`src/rtl/fifo_pkt_reader.sv`:
```
`default_nettype none
// ============================================================================
// Module   : fifo_pkt_reader
// Brief    : Pops header-framed packets from an FWFT FIFO onto a registered
//            valid/ready stream with sop/eop markers and a packet counter.
// Revision : 1.0 - initial release
// ============================================================================
module fifo_pkt_reader #(
    parameter int DATA_WIDTH = 8,
    parameter int LEN_WIDTH  = 4
) (
    input  logic                  clk,
    input  logic                  rst_n,
    input  logic                  en,
    input  logic [DATA_WIDTH-1:0] fifo_dout,
    input  logic                  fifo_empty,
    output logic                  fifo_rd_en,
    output logic [DATA_WIDTH-1:0] m_data,
    output logic                  m_valid,
    input  logic                  m_ready,
    output logic                  m_sop,
    output logic                  m_eop,
    output logic                  pkt_done,
    output logic [15:0]           pkt_count
);

    localparam logic [0:0] S_HDR  = 1'b0;
    localparam logic [0:0] S_BODY = 1'b1;

    logic [0:0]            r_state;
    logic [0:0]            w_state_nxt;
    logic [LEN_WIDTH-1:0]  r_remaining;
    logic [LEN_WIDTH-1:0]  w_remaining_nxt;
    logic [LEN_WIDTH-1:0]  w_len;

    logic                  w_load;
    logic                  w_pop;
    logic                  w_sop_nxt;
    logic                  w_eop_nxt;
    logic                  w_accept_eop;

    logic [DATA_WIDTH-1:0] r_m_data;
    logic                  r_m_valid;
    logic                  r_m_sop;
    logic                  r_m_eop;
    logic                  r_pkt_done;
    logic [15:0]           r_pkt_count;

    assign w_len = fifo_dout[LEN_WIDTH-1:0];

    // State register
    always_ff @(posedge clk or negedge rst_n) begin
        if (!rst_n) begin
            r_state     <= S_HDR;
            r_remaining <= '0;
        end else begin
            r_state     <= w_state_nxt;
            r_remaining <= w_remaining_nxt;
        end
    end

    // Next-state logic: the FSM only advances on a pop
    always_comb begin
        w_state_nxt     = r_state;
        w_remaining_nxt = r_remaining;
        if (w_pop) begin
            case (r_state)
                S_HDR: begin
                    if (w_len != '0) begin
                        w_state_nxt     = S_BODY;
                        w_remaining_nxt = w_len;
                    end
                end
                S_BODY: begin
                    w_remaining_nxt = r_remaining - LEN_WIDTH'(1);
                    if (r_remaining == LEN_WIDTH'(1)) begin
                        w_state_nxt = S_HDR;
                    end
                end
                default: w_state_nxt = S_HDR;
            endcase
        end
    end

    // Output logic: en gates only the start of a packet, never its body
    always_comb begin
        w_load    = ~r_m_valid | m_ready;
        w_pop     = ~fifo_empty & w_load & ((r_state == S_BODY) | en);
        w_sop_nxt = (r_state == S_HDR);
        w_eop_nxt = (r_state == S_HDR) ? (w_len == '0)
                                       : (r_remaining == LEN_WIDTH'(1));
    end

    assign w_accept_eop = r_m_valid & m_ready & r_m_eop;

    always_ff @(posedge clk or negedge rst_n) begin
        if (!rst_n) begin
            r_m_data    <= '0;
            r_m_valid   <= 1'b0;
            r_m_sop     <= 1'b0;
            r_m_eop     <= 1'b0;
            r_pkt_done  <= 1'b0;
            r_pkt_count <= '0;
        end else begin
            if (w_load) begin
                r_m_valid <= w_pop;
                if (w_pop) begin
                    r_m_data <= fifo_dout;
                    r_m_sop  <= w_sop_nxt;
                    r_m_eop  <= w_eop_nxt;
                end
            end
            r_pkt_done <= w_accept_eop;
            if (w_accept_eop) begin
                r_pkt_count <= r_pkt_count + 16'd1;
            end
        end
    end

    // Keep the FIFO untouched while reset is held
    assign fifo_rd_en = w_pop & rst_n;
    assign m_data     = r_m_data;
    assign m_valid    = r_m_valid;
    assign m_sop      = r_m_sop;
    assign m_eop      = r_m_eop;
    assign pkt_done   = r_pkt_done;
    assign pkt_count  = r_pkt_count;

endmodule
`default_nettype wire

```
`config.mk`:
```
export PLATFORM = sky130hd
export DESIGN_NAME = fifo_pkt_reader
export DESIGN_NICKNAME = d
export VERILOG_FILES = /design/src/rtl/fifo_pkt_reader.sv
export SDC_FILE = /design/constraint.sdc
export NUM_CORES = 1
export LEC_CHECK = 0
export CAP_MARGIN = 20
export CORE_ASPECT_RATIO = 0.8
export CORE_MARGIN = 5
export CORE_UTILIZATION = 40
export DETAILED_ROUTE_END_ITERATION = 8
export PLACE_DENSITY_LB_ADDON = 0.15
export SYNTH_ARGS = -nofsm -noshare
export SYNTH_HDL_FRONTEND = slang
export SYNTH_SLANG_ARGS = --single-unit
```
`constraint.sdc`:
```
create_clock -name clk -period 4.6 [get_ports clk]
set_input_delay 0.92 -clock clk [delete_from_list [all_inputs] [get_ports clk]]
set_output_delay 0.92 -clock clk [all_outputs]
set_load 0.02 [all_outputs]
```
# After elaboration in Yosys (flattened, before gate mapping)
# Cells that the tools add are included.
dict set report op_classes {
  n_addsub 2
  multipliers 0
  div 0
  n_lt_le_gt_ge 0
  n_eq_ne 2
  n_shift 0
  n_mux 6
  bitwise 10
  reduce_logical 4
}
# cell n
set ops {}
lappend ops {{$add 16x1->16 const B} 1}
lappend ops {{$pmux 4 s2} 1}
lappend ops {{$and 1x1->1} 5}
lappend ops {{$eq 4x1->1 const B} 1}
lappend ops {{$logic_not 4->1} 1}
lappend ops {{$mux 4} 1}
lappend ops {{$reduce_and 2->1} 2}
lappend ops {{$reduce_bool 4->1} 1}
lappend ops {{$sub 4x1->4 const B} 1}
lappend ops {{$mux 1} 3}
lappend ops {{$not 1->1} 3}
lappend ops {{$ne 2x1->1 const B} 1}
lappend ops {{$or 1x1->1} 2}
lappend ops {{$pmux 1 s2} 1}
dict set report totals {
  ff_bits 33
  latchBits 0
  ram_bits 0
  romBits 0
  mem_count 0
}

# Logic depth before layout (Yosys ltp)
# Gate-level depths: netlist of run 1.
dict set report logic_depth {
  word_depth 5
  depth_mapped 5
  mapped_depth_nobuf 5
}

# Least setup slack after synthesis of run 1
# No wires, ideal clock.
dict set report synth_timing {
  path_type {input to output}
  start {input port m_ready}
  end {output port fifo_rd_en}
  t_arrival_ns 1.506
  required_ns 3.680
  slack_ns 2.174
  stages 3
  n_path_buf 0
  path_cell_list {nor2b_4 -> nor3_4 -> and2_1}
}
dict set report synth_between {
  elab_chain_cells 4
}
# item line_no
set synth_rtl {}
lappend synth_rtl {{start: declaration} 20} ;# input logic m_ready,
lappend synth_rtl {{$or 1x1->1} 87} ;# w_load = ~r_m_valid | m_ready;
lappend synth_rtl {{$and 1x1->1 (2 in series)} 88} ;# w_pop = ~fifo_empty & w_load & ((r_state == S_BODY) | en);
lappend synth_rtl {{$and 1x1->1} 121} ;# assign fifo_rd_en = w_pop & rst_n;
lappend synth_rtl {{end: declaration} 17} ;# output logic fifo_rd_en,
# Every way passes these cells.

# Worst setup path after layout of run 1
# Ends and elaborated chain as after synthesis.

==> results of run 1 <==
[flip-flops by register name, indices dropped and copies added, names as in the netlist]
signal / cells
pkt_count: 16
m_data: 8
r_remaining: 4
m_eop: 1
m_sop: 1
m_valid: 1
pkt_done: 1
r_state: 1
[worst max-delay path, delay by kind of cell]
| kind | cells | cell delay [ns] |
|---|---|---|
| buf+inv | 2 | 1.17 |
| simple gates | 3 | 0.63 |
[area by class of cell]
type / instances / area share, %
Clock buffer: 7 / 4.22
Inverter: 4 / 0.733
Multi-Input combinational cell: 86 / 31.6
Sequential cell: 33 / 40.3
Tap cell: 44 / 2.69
Timing Repair Buffer: 42 / 20.4
[metal layers]
metal	wire, µm	vias to the layer above	track usage (%)
met5	0	-	0
met4	59	0	6.55
met3	246	6	5.42
met2	1350	35	21.4
met1	1500	534	17.2
li1	-	533	-
[synth_stat cells (2+ instances only)]
master     instances  share of area, %
a221o_1            2               1.3
a2bb2oi_1          2               1.2
and2_1             3               1.2
and3_1             2              0.83
and4_1             2               1.2
dfrtp_1           33                55
ha_1               3               2.5
inv_1              4               1.0
mux2_2             9               6.7
mux2i_1            2               1.3
nand2_1           13               3.2
nand3_1            5               1.7
nand4_1            3               1.2
nor2_1             5               1.2
nor3_1             4               1.3
nor3b_1            2               1.0
o21ai_0            2              0.67
o31ai_1            2               1.0
xnor2_1           10               5.8
xor2_1             5               2.9
[worst paths after layout]
check / from / endpoint
max reg2reg: r_state / r_remaining[3]
min reg2reg: pkt_count[15] / pkt_count[15]
max in group asynchronous: rst_n / pkt_count[4]
max: m_ready / fifo_rd_en
min in group asynchronous: rst_n / m_data[3]
min: pkt_count[15] / pkt_count[15]
[per-stage QoR]
stage	hold slack [ns]	util [%]	power, W	instance area, µm²	cells
2_1_floorplan	0.509	-	0.000535	1510	125
3_3_place_gp	0.461	53.0	0.000651	1960	209
3_5_place_dp	0.477	53.0	0.000660	1960	209
4_1_cts	0.485	55.3	0.000879	2050	216
5_1_grt	0.526	55.3	0.000919	2050	216
6_report	0.481	55.3	0.000868	2050	216
[power by group through the flow]
stage	clock network, W	logic (W)	registers (W)
after floorplan	0	0.000103	0.000433
after global placement	0	0.000256	0.000395
after detailed placement	0	0.000261	0.000399
after CTS	0.000224	0.000261	0.000395
after global routing	0.000236	0.000281	0.000402
final	0.000219	0.000257	0.000393
[logic make-up (layout without fill, tap and decap cells)]
family,count (synthesis),count (layout)
AND/OR/NAND/NOR,47,47
flip-flops,33,33
multiplexers,11,11
buffers and inverters,6,53
adder cells (fa/ha/maj),3,3
AO/OA/AOI/OAI,10,10
XOR/XNOR,15,15
==> summary.txt, run 1 <==
Routing
  • Via Count: approximately 1.1k
  • Pre-antenna DRT Iters: 4
  • Drt via density: between 5 and 6
  • Post-Route WL: 3.16 mm
  • Wire per inst: about 15 µm
  • Detailed-route DRC error count: 0
  • DRT iter0 DRCs: 48
  • Post-route ant nets: 0

Placed design
  • Setup WS pre-CTS: between 0.9 and 1 ns
  • RD Place Congestion: 0.774
  • Detail Placement HPWL: roughly 2.3 mm
  • Port Buf Inserts: between 40 and 50

Critical path
  • Slowest stage delay, CP: 0.60 ns
  • CP arrival: 2.72 ns
  • Flop2flop setup slack: 2.78 ns
  • Crit-path cells: clkdlybuf4s50_1, nor2b_4, nor3_4, and2_1, clkdlybuf4s50_1
  • CP Data Required Time: between 3 and 4 ns
  • Critical path type: primary input to output pin
  • CP startpoint kind: primary input
  • Slowest CP cell: clkdlybuf4s50_1
  • R2R depth: 4
  • Crit Path Max Fanout: 8
  • Most used cell, CP: clkdlybuf4s50_1
  • CP endpoint kind: output pin

Die
  • Num ports: 42
  • Core Region: 3700 µm²
  • Die area: between 5000 and 6000 µm²
  • Core Rows: 20
  • Initial core utilization: between 40% and 50%
  • Die Wd: around 79 µm
  • Die height: about 65 µm

Pwr
  • VDD IR max: about 0.00014 V
  • Combinational cell fraction of total power: 29.5%
  • Clock network fraction of design power: around 25%
  • Reg power frac: 45.2%
  • Pint: roughly 0.0006 W
  • Pwr/cell area: around 420 nW/µm²
  • Leakage: ~0.9 nW
  • NetSw: ~0.00027 W
  • Sw Ratio: 31.6%

Synthesis
  • Syn avg cell area: about 12 µm²
  • Main combinational cell family by area after synthesis: simple AND/OR/NAND/NOR gates
  • Multiplexer share of the synthesized area: under 10%
  • Post-synth EDFFs: 0
  • Library cells used by synthesis: 32
  • Post-synthesis simple-gate area fraction: a little under a fifth
  • Ys Warns: 0
  • Sequential element share of the synthesized area: ~55%
  • Post-Syn Area: 1510 µm²
  • Top FF cell, synth: dfrtp_1
  • XOR/XNOR Fraction of Synth Area: under 10%
  • Synth Instances: roughly 130
  • Mapped Nets: around 140
  • Ys async rst share: 100%
  • Adder-cell area share of the yosys netlist: ~2.5%
  • FF+latch count, synth: 33
  • Complex-gate fraction of the synthesized area: between 4 and 5%

Worst hold path
  • Worst hold stages: 1
  • HP Class: flop to flop

Global route
  • Initial antenna violation count: 0
  • Tot GR Track Use: between 10 and 15%
  • Grt total ovfl: 0
  • Largest net degree at the start of global routing: 34
  • First-pass GRT wire length: between 5 and 6 mm
  • Vias in the first global route: ~1.2k

Layout
  • Register Area: around 830 µm²
  • Area delta synth->final: 36.1%
  • Layout cells sized above 1: roughly 11%
  • FILL cells: 328
  • Antenna fix cells: 0
  • Most frequent cells in the layout: 41 x clkdlybuf4s50_1, 33 x dfrtp_1, 13 x nand2_1, 10 x xnor2_1, 9 x mux2_2
  • Final #Nets: 188
  • Multi-input logic area: between 600 and 700 µm²
  • Most common cell after layout, fill and taps aside: clkdlybuf4s50_1

STA
  • Maximum clock frequency: between 200 and 300 MHz
  • Tcrit/Tclk final: 79.2%
  • Hold Fails Final Rpt: 0
  • Relative slew slack: 67.3%
  • Post-route setup slack: 0.959 ns
  • Final Skew: slightly below 0.007 ns
  • Final Slew Violations: 0
  • Final setup viols: 0
  • Total negative slack: 0 ns
  • Worst-margin pin slew: between 0.4 and 0.5 ns
  • Period minus WS final: about 3.6 ns
  • Setup repair after global routing missed its margin: no

Clock network
  • Latest clock arrival within the worst-skew pair: 0.28 ns
  • Resize count post-CTS: 0
  • Post-CTS setup buffer count: 0
  • Clock transition at the registers of the reported paths: 0.06 ns
  • CTS Buf Count: 5
  • CTS Hold Bufs: 0
  • CTS sink cnt: 33
  • CTS max path bufs: 2
  • CTS tree: yes
  • CTS H-tree lvls: 2
  • Root Buffer: clkbuf_8

Job
  • Max Cap Viol: 0

Status
  • Status: complete, no violations
Note: power is estimated with default switching activity, not from simulation.
==> run 2: changes to the inputs <==
clock period = 3.1 ns   (was 4.6 ns; I/O delays follow)
==> summary.txt, run 2 (synthesized netlist as in run 1, its figures left out) <==
Layout
  • Final #Nets: between 150 and 200
  • Max FFs per register: 16
  • Register Area: around 830 µm²
  • Area delta synth->final: 38.6%
  • Most common cell after layout, fill and taps aside: clkdlybuf4s50_1
  • Antenna fix cells: 0
  • Multi-input logic area: roughly 650 µm²
  • FILL cells: 330
  • Layout cells sized above 1: around 12%
  • Most frequent cells in the layout: 41 x clkdlybuf4s50_1, 33 x dfrtp_1, 13 x nand2_1, 10 x xnor2_1, 9 x mux2_2

Job
  • Max Cap Viol: 0

Die
  • Die Wd: around 79 µm
  • Core Rows: 20
  • Num ports: 42
  • Die area: a little over 5000 µm²
  • Initial core utilization: between 40% and 50%
  • Die height: roughly 65 µm
  • Core Region: ~3700 µm²

Clock network
  • CTS sink cnt: 33
  • CTS max path bufs: 2
  • Clock transition at the registers of the reported paths: 0.06 ns
  • Root Buffer: clkbuf_8
  • CTS Buf Count: 5
  • Resize count post-CTS: 0
  • CTS tree: yes
  • CTS Hold Bufs: 0
  • Post-CTS setup buffer count: 0
  • Latest clock arrival within the worst-skew pair: around 0.28 ns
  • CTS H-tree lvls: 2

STA
  • Period minus WS final: around 2.8 ns
  • Worst hold slack: roughly 0.48 ns
  • Maximum clock frequency: around 350 MHz
  • Final setup viols: 0
  • Setup repair after global routing missed its margin: no
  • Hold Fails Final Rpt: 0
  • Total negative slack: 0 ns
  • Tcrit/Tclk final: 91.5%
  • Relative slew slack: between 60% and 70%
  • Final Skew: around 0.0036 ns
  • Worst-margin pin slew: about 0.49 ns
  • Final Slew Violations: 0

Routing
  • Wire per inst: 14.8 µm
  • Drt via density: 5.11
  • Via Count: between 1k and 1.5k
  • Post-Route WL: around 3.2 mm
  • Post-route ant nets: 0
  • Detailed-route DRC error count: 0
  • Pre-antenna DRT Iters: 4
  • DRT iter0 DRCs: 63

Pwr
  • VDD IR max: 0.000325 V
  • Pwr/cell area: approximately 660 nW/µm²
  • Leakage: just over 0.9 nW

Critical path
  • CP endpoint kind: output pin
  • Crit Path Max Fanout: 4
  • CP startpoint kind: primary input
  • CP arrival: about 2.2 ns
  • CP Data Required Time: ~2.5 ns
  • Critical path type: primary input to output pin

Worst hold path
  • HP Class: flop to flop

Global route
  • Grt total ovfl: 0
  • Initial antenna violation count: 0
  • First-pass GRT wire length: roughly 5.6 mm
  • Vias in the first global route: about 1.2k
  • Largest net degree at the start of global routing: 34
  • Tot GR Track Use: between 10% and 20%

Placed design
  • Detail Placement HPWL: ~2.4 mm
  • RD Place Congestion: 0.760
  • Port Buf Inserts: 41

Status
  • Status: complete, no violations
-- run 2: cell types whose count changed in the layout (fill, tap and decap cells not counted), sizes merged --
cell	before	now
buf	1	2
bufinv	0	1
-- run 2: layout make-up --
cell class              instances  area share [%]
flip-flops and latches         33            39.6
multi-input cells              86            31.1
repair buffers                 43            20.4
clock buffers                   7            4.14
well taps                      44            2.64
clock inverters                 1            1.44
inverters                       4           0.720
-- run 2: path summary, 6_finish.rpt --
check                         startpoint        endpoint  slack [ns]  depth (start not counted)
hold / removal             pkt_count[15]   pkt_count[15]        0.48                          1
setup reg to reg                 r_state  r_remaining[3]        1.20                          4
min in group asynchronous          rst_n       m_data[4]        0.77                          2
hold reg to reg            pkt_count[15]   pkt_count[15]        0.48                          1
max in group asynchronous          rst_n        pkt_done        2.03                          2
setup / recovery                 m_ready      fifo_rd_en        0.26                          5
-- run 2: critical path, stage by stage --
cell	delay, ns
clkdlybuf4s50_1	0.56
nor2b_4	0.08
nor3_4	0.19
and2_1	0.15
clkdlybuf4s50_1	0.61
-- run 2: metal layers --
layer / global-route usage [%] / vias up / part of all wire [%]
met3: 5.97 / 5 / 9.5
met1: 18.0 / 525 / 45
met2: 21.5 / 48 / 45
li1: - / 536 / -
met5: 0 / - / 0
met4: 5.90 / 0 / 1.3
-- run 2: power breakdown --
group	internal, W	leakage, nW	switching, W
clock network	0.000262	0.0585	0.000145
registers	0.000506	0.412	0.0000763
logic	0.000202	0.456	0.000185
total	0.000970	0.927	0.000406
-- run 2: metrics by stage --
| step | total power, W | setup WS [ns] | cell area (µm²) | utilization (%) | std cells |
|---|---|---|---|---|---|
| 3_3_place_gp | 0.000966 | 0.251 | 1970 | 53.2 | 210 |
| 2_1_floorplan | 0.000795 | 1.27 | 1510 | - | 125 |
| 6_report | 0.00138 | 0.263 | 2090 | 56.3 | 218 |
| 5_1_grt | 0.00146 | 0.158 | 2090 | 56.3 | 218 |
| 3_5_place_dp | 0.000981 | 0.251 | 1970 | 53.2 | 210 |
| 4_1_cts | 0.00140 | 0.235 | 2090 | 56.3 | 218 |
==> run 3: changes to the inputs <==
CORE_UTILIZATION = 42   (was 40)
==> summary.txt, run 3 (synthesized netlist as in run 1, its figures left out) <==
Pwr
  • VDD IR max: between 0.0004 and 0.0005 V
  • Sw Ratio: between 30 and 40%
  • Reg power frac: between 40% and 50%
  • Pwr/cell area: about 630 nW/µm²
  • Clock network fraction of design power: approximately a quarter
  • Combinational cell fraction of total power: 30.2%
  • Pint: a little under 0.0009 W
  • Leakage: 0.913 nW
  • NetSw: between 0.0004 and 0.0005 W

Critical path
  • Buffers & Inverters on Critical Path: 2
  • CP startpoint kind: primary input
  • Critical path type: primary input to output pin
  • Crit-path cells: clkdlybuf4s50_1, nor2b_4, nor3_4, and2_1, clkdlybuf4s50_1
  • Crit Path Max Fanout: 4
  • Slowest CP cell: clkdlybuf4s50_1
  • Slowest stage delay, CP: 0.64 ns
  • CP arrival: ~2.2 ns
  • CP Data Required Time: 2.48 ns
  • CP endpoint kind: output pin
  • CP delay by family, top: buffers and inverters
  • Most used cell, CP: clkdlybuf4s50_1

Clock network
  • CTS H-tree lvls: 2
  • CTS Hold Bufs: 0
  • Latest clock arrival within the worst-skew pair: about 0.28 ns
  • CTS tree: yes
  • Resize count post-CTS: 0
  • Post-CTS setup buffer count: 0
  • CTS max path bufs: 2
  • CTS sink cnt: 33
  • CTS Buf Count: 5
  • Root Buffer: clkbuf_8
  • Clock transition at the registers of the reported paths: 0.06 ns

Layout
  • Layout cells sized above 1: ~12%
  • Max FFs per register: 16
  • Most common cell after layout, fill and taps aside: clkdlybuf4s50_1
  • Final #Nets: 189
  • Antenna fix cells: 0
  • Most frequent cells in the layout: 41 x clkdlybuf4s50_1, 33 x dfrtp_1, 13 x nand2_1, 10 x xnor2_1, 9 x mux2_2
  • Finished Layout Cells: roughly 220
  • Area delta synth->final: 36.4%

Placed design
  • Port Buf Inserts: 41
  • Detail Placement HPWL: about 2.4 mm
  • RD Place Congestion: approximately 0.77
  • Cells after DPL: around 210

STA
  • Maximum clock frequency: 353 MHz
  • Relative slew slack: approximately 69%
  • Total negative slack: 0 ns
  • Final Slew Violations: 0
  • Period minus WS final: 2.84 ns
  • Hold Fails Final Rpt: 0
  • Final Skew: between 0.003 and 0.004 ns
  • Worst-margin pin slew: around 0.46 ns
  • Setup repair after global routing missed its margin: no
  • Final setup viols: 0
  • Tcrit/Tclk final: around nine tenths

Die
  • Die Wd: between 70 and 80 µm
  • Core Region: approximately 3400 µm²
  • Core Rows: 19
  • Num ports: 42
  • Die area: roughly 4900 µm²
  • Die height: between 60 and 70 µm
  • Initial core utilization: 43.7%

Routing
  • Drt via density: 5.11
  • Wire per inst: ~15 µm
  • Pre-antenna DRT Iters: 5
  • Via Count: between 1k and 1.5k
  • Detailed-route DRC error count: 0
  • Post-route ant nets: 0
  • Post-Route WL: about 3.3 mm
  • DRT iter0 DRCs: a little under 60

Global route
  • Initial antenna violation count: 0
  • Tot GR Track Use: ~14%
  • Grt total ovfl: 0
  • Vias in the first global route: between 1k and 1.5k
  • Largest net degree at the start of global routing: 34
  • First-pass GRT wire length: between 5 and 6 mm

Status
  • Status: complete, no violations

Job
  • Max Cap Viol: 0

Worst hold path
  • HP Class: flop to flop
[run 3: cell types whose count changed in the layout (fill, tap and decap cells not counted), sizes merged]
cell    previous run  this run
bufinv             1         0
[run 3: routing by layer]
layer | share of wire (%) | GRT usage (%) | vias to the layer above | wire (µm)
li1 | - | - | 534 | -
met1 | 46 | 17.6 | 524 | 1500
met2 | 43 | 21.2 | 34 | 1400
met3 | 9.2 | 7.26 | 6 | 300
met4 | 1.4 | 5.90 | 0 | 46
met5 | 0 | 0 | - | 0
[run 3: worst register-to-register path, stage by stage (launching register included)]
cell	delay, ns
dfrtp_1	0.59
nor2_1	0.18
or3_1	0.52
o31ai_1	0.30
a221o_1	0.17
[run 3: final cells by class]
cell class                 count  area, µm²
inverter                       4       15.0
multi-input combinational     86        648
clock buffer                   7       86.3
tap                           42       52.6
timing repair buffer          43        425
sequential                    33        826
fill                         284       1390
[run 3: path summary, 6_finish.rpt]
kind	from	endpoint	slack (ns)	cells after the start
max	m_ready	fifo_rd_en	0.26	5
min	pkt_count[10]	pkt_count[10]	0.49	1
max reg2reg	r_state	r_remaining[3]	1.28	4
min reg2reg	pkt_count[10]	pkt_count[10]	0.49	1
max in group asynchronous	rst_n	m_data[4]	2.00	2
min in group asynchronous	rst_n	pkt_count[1]	0.80	2
[run 3: power groups by stage]
stage               clock, W  sequential [W]  combinational, W
detailed placement         0        0.000589          0.000390
finish              0.000317        0.000581          0.000388
global placement           0        0.000583          0.000381
floorplan                  0        0.000642          0.000152
CTS                 0.000330        0.000581          0.000394
global route        0.000352        0.000596          0.000419
[run 3: through the flow]
stage                     instance area [µm²]  power, W  worst slack (ns)  hold slack (ns)  util (%)
after global routing                     2050   0.00137             0.202            0.521      59.6
after CTS                                2050   0.00131             0.256            0.491      59.6
after floorplan                          1510  0.000795              1.27            0.324         -
after detailed placement                 1970  0.000979             0.280            0.476      57.1
final                                    2050   0.00129             0.264            0.490      59.6
after global placement                   1970  0.000964             0.280            0.461      57.1
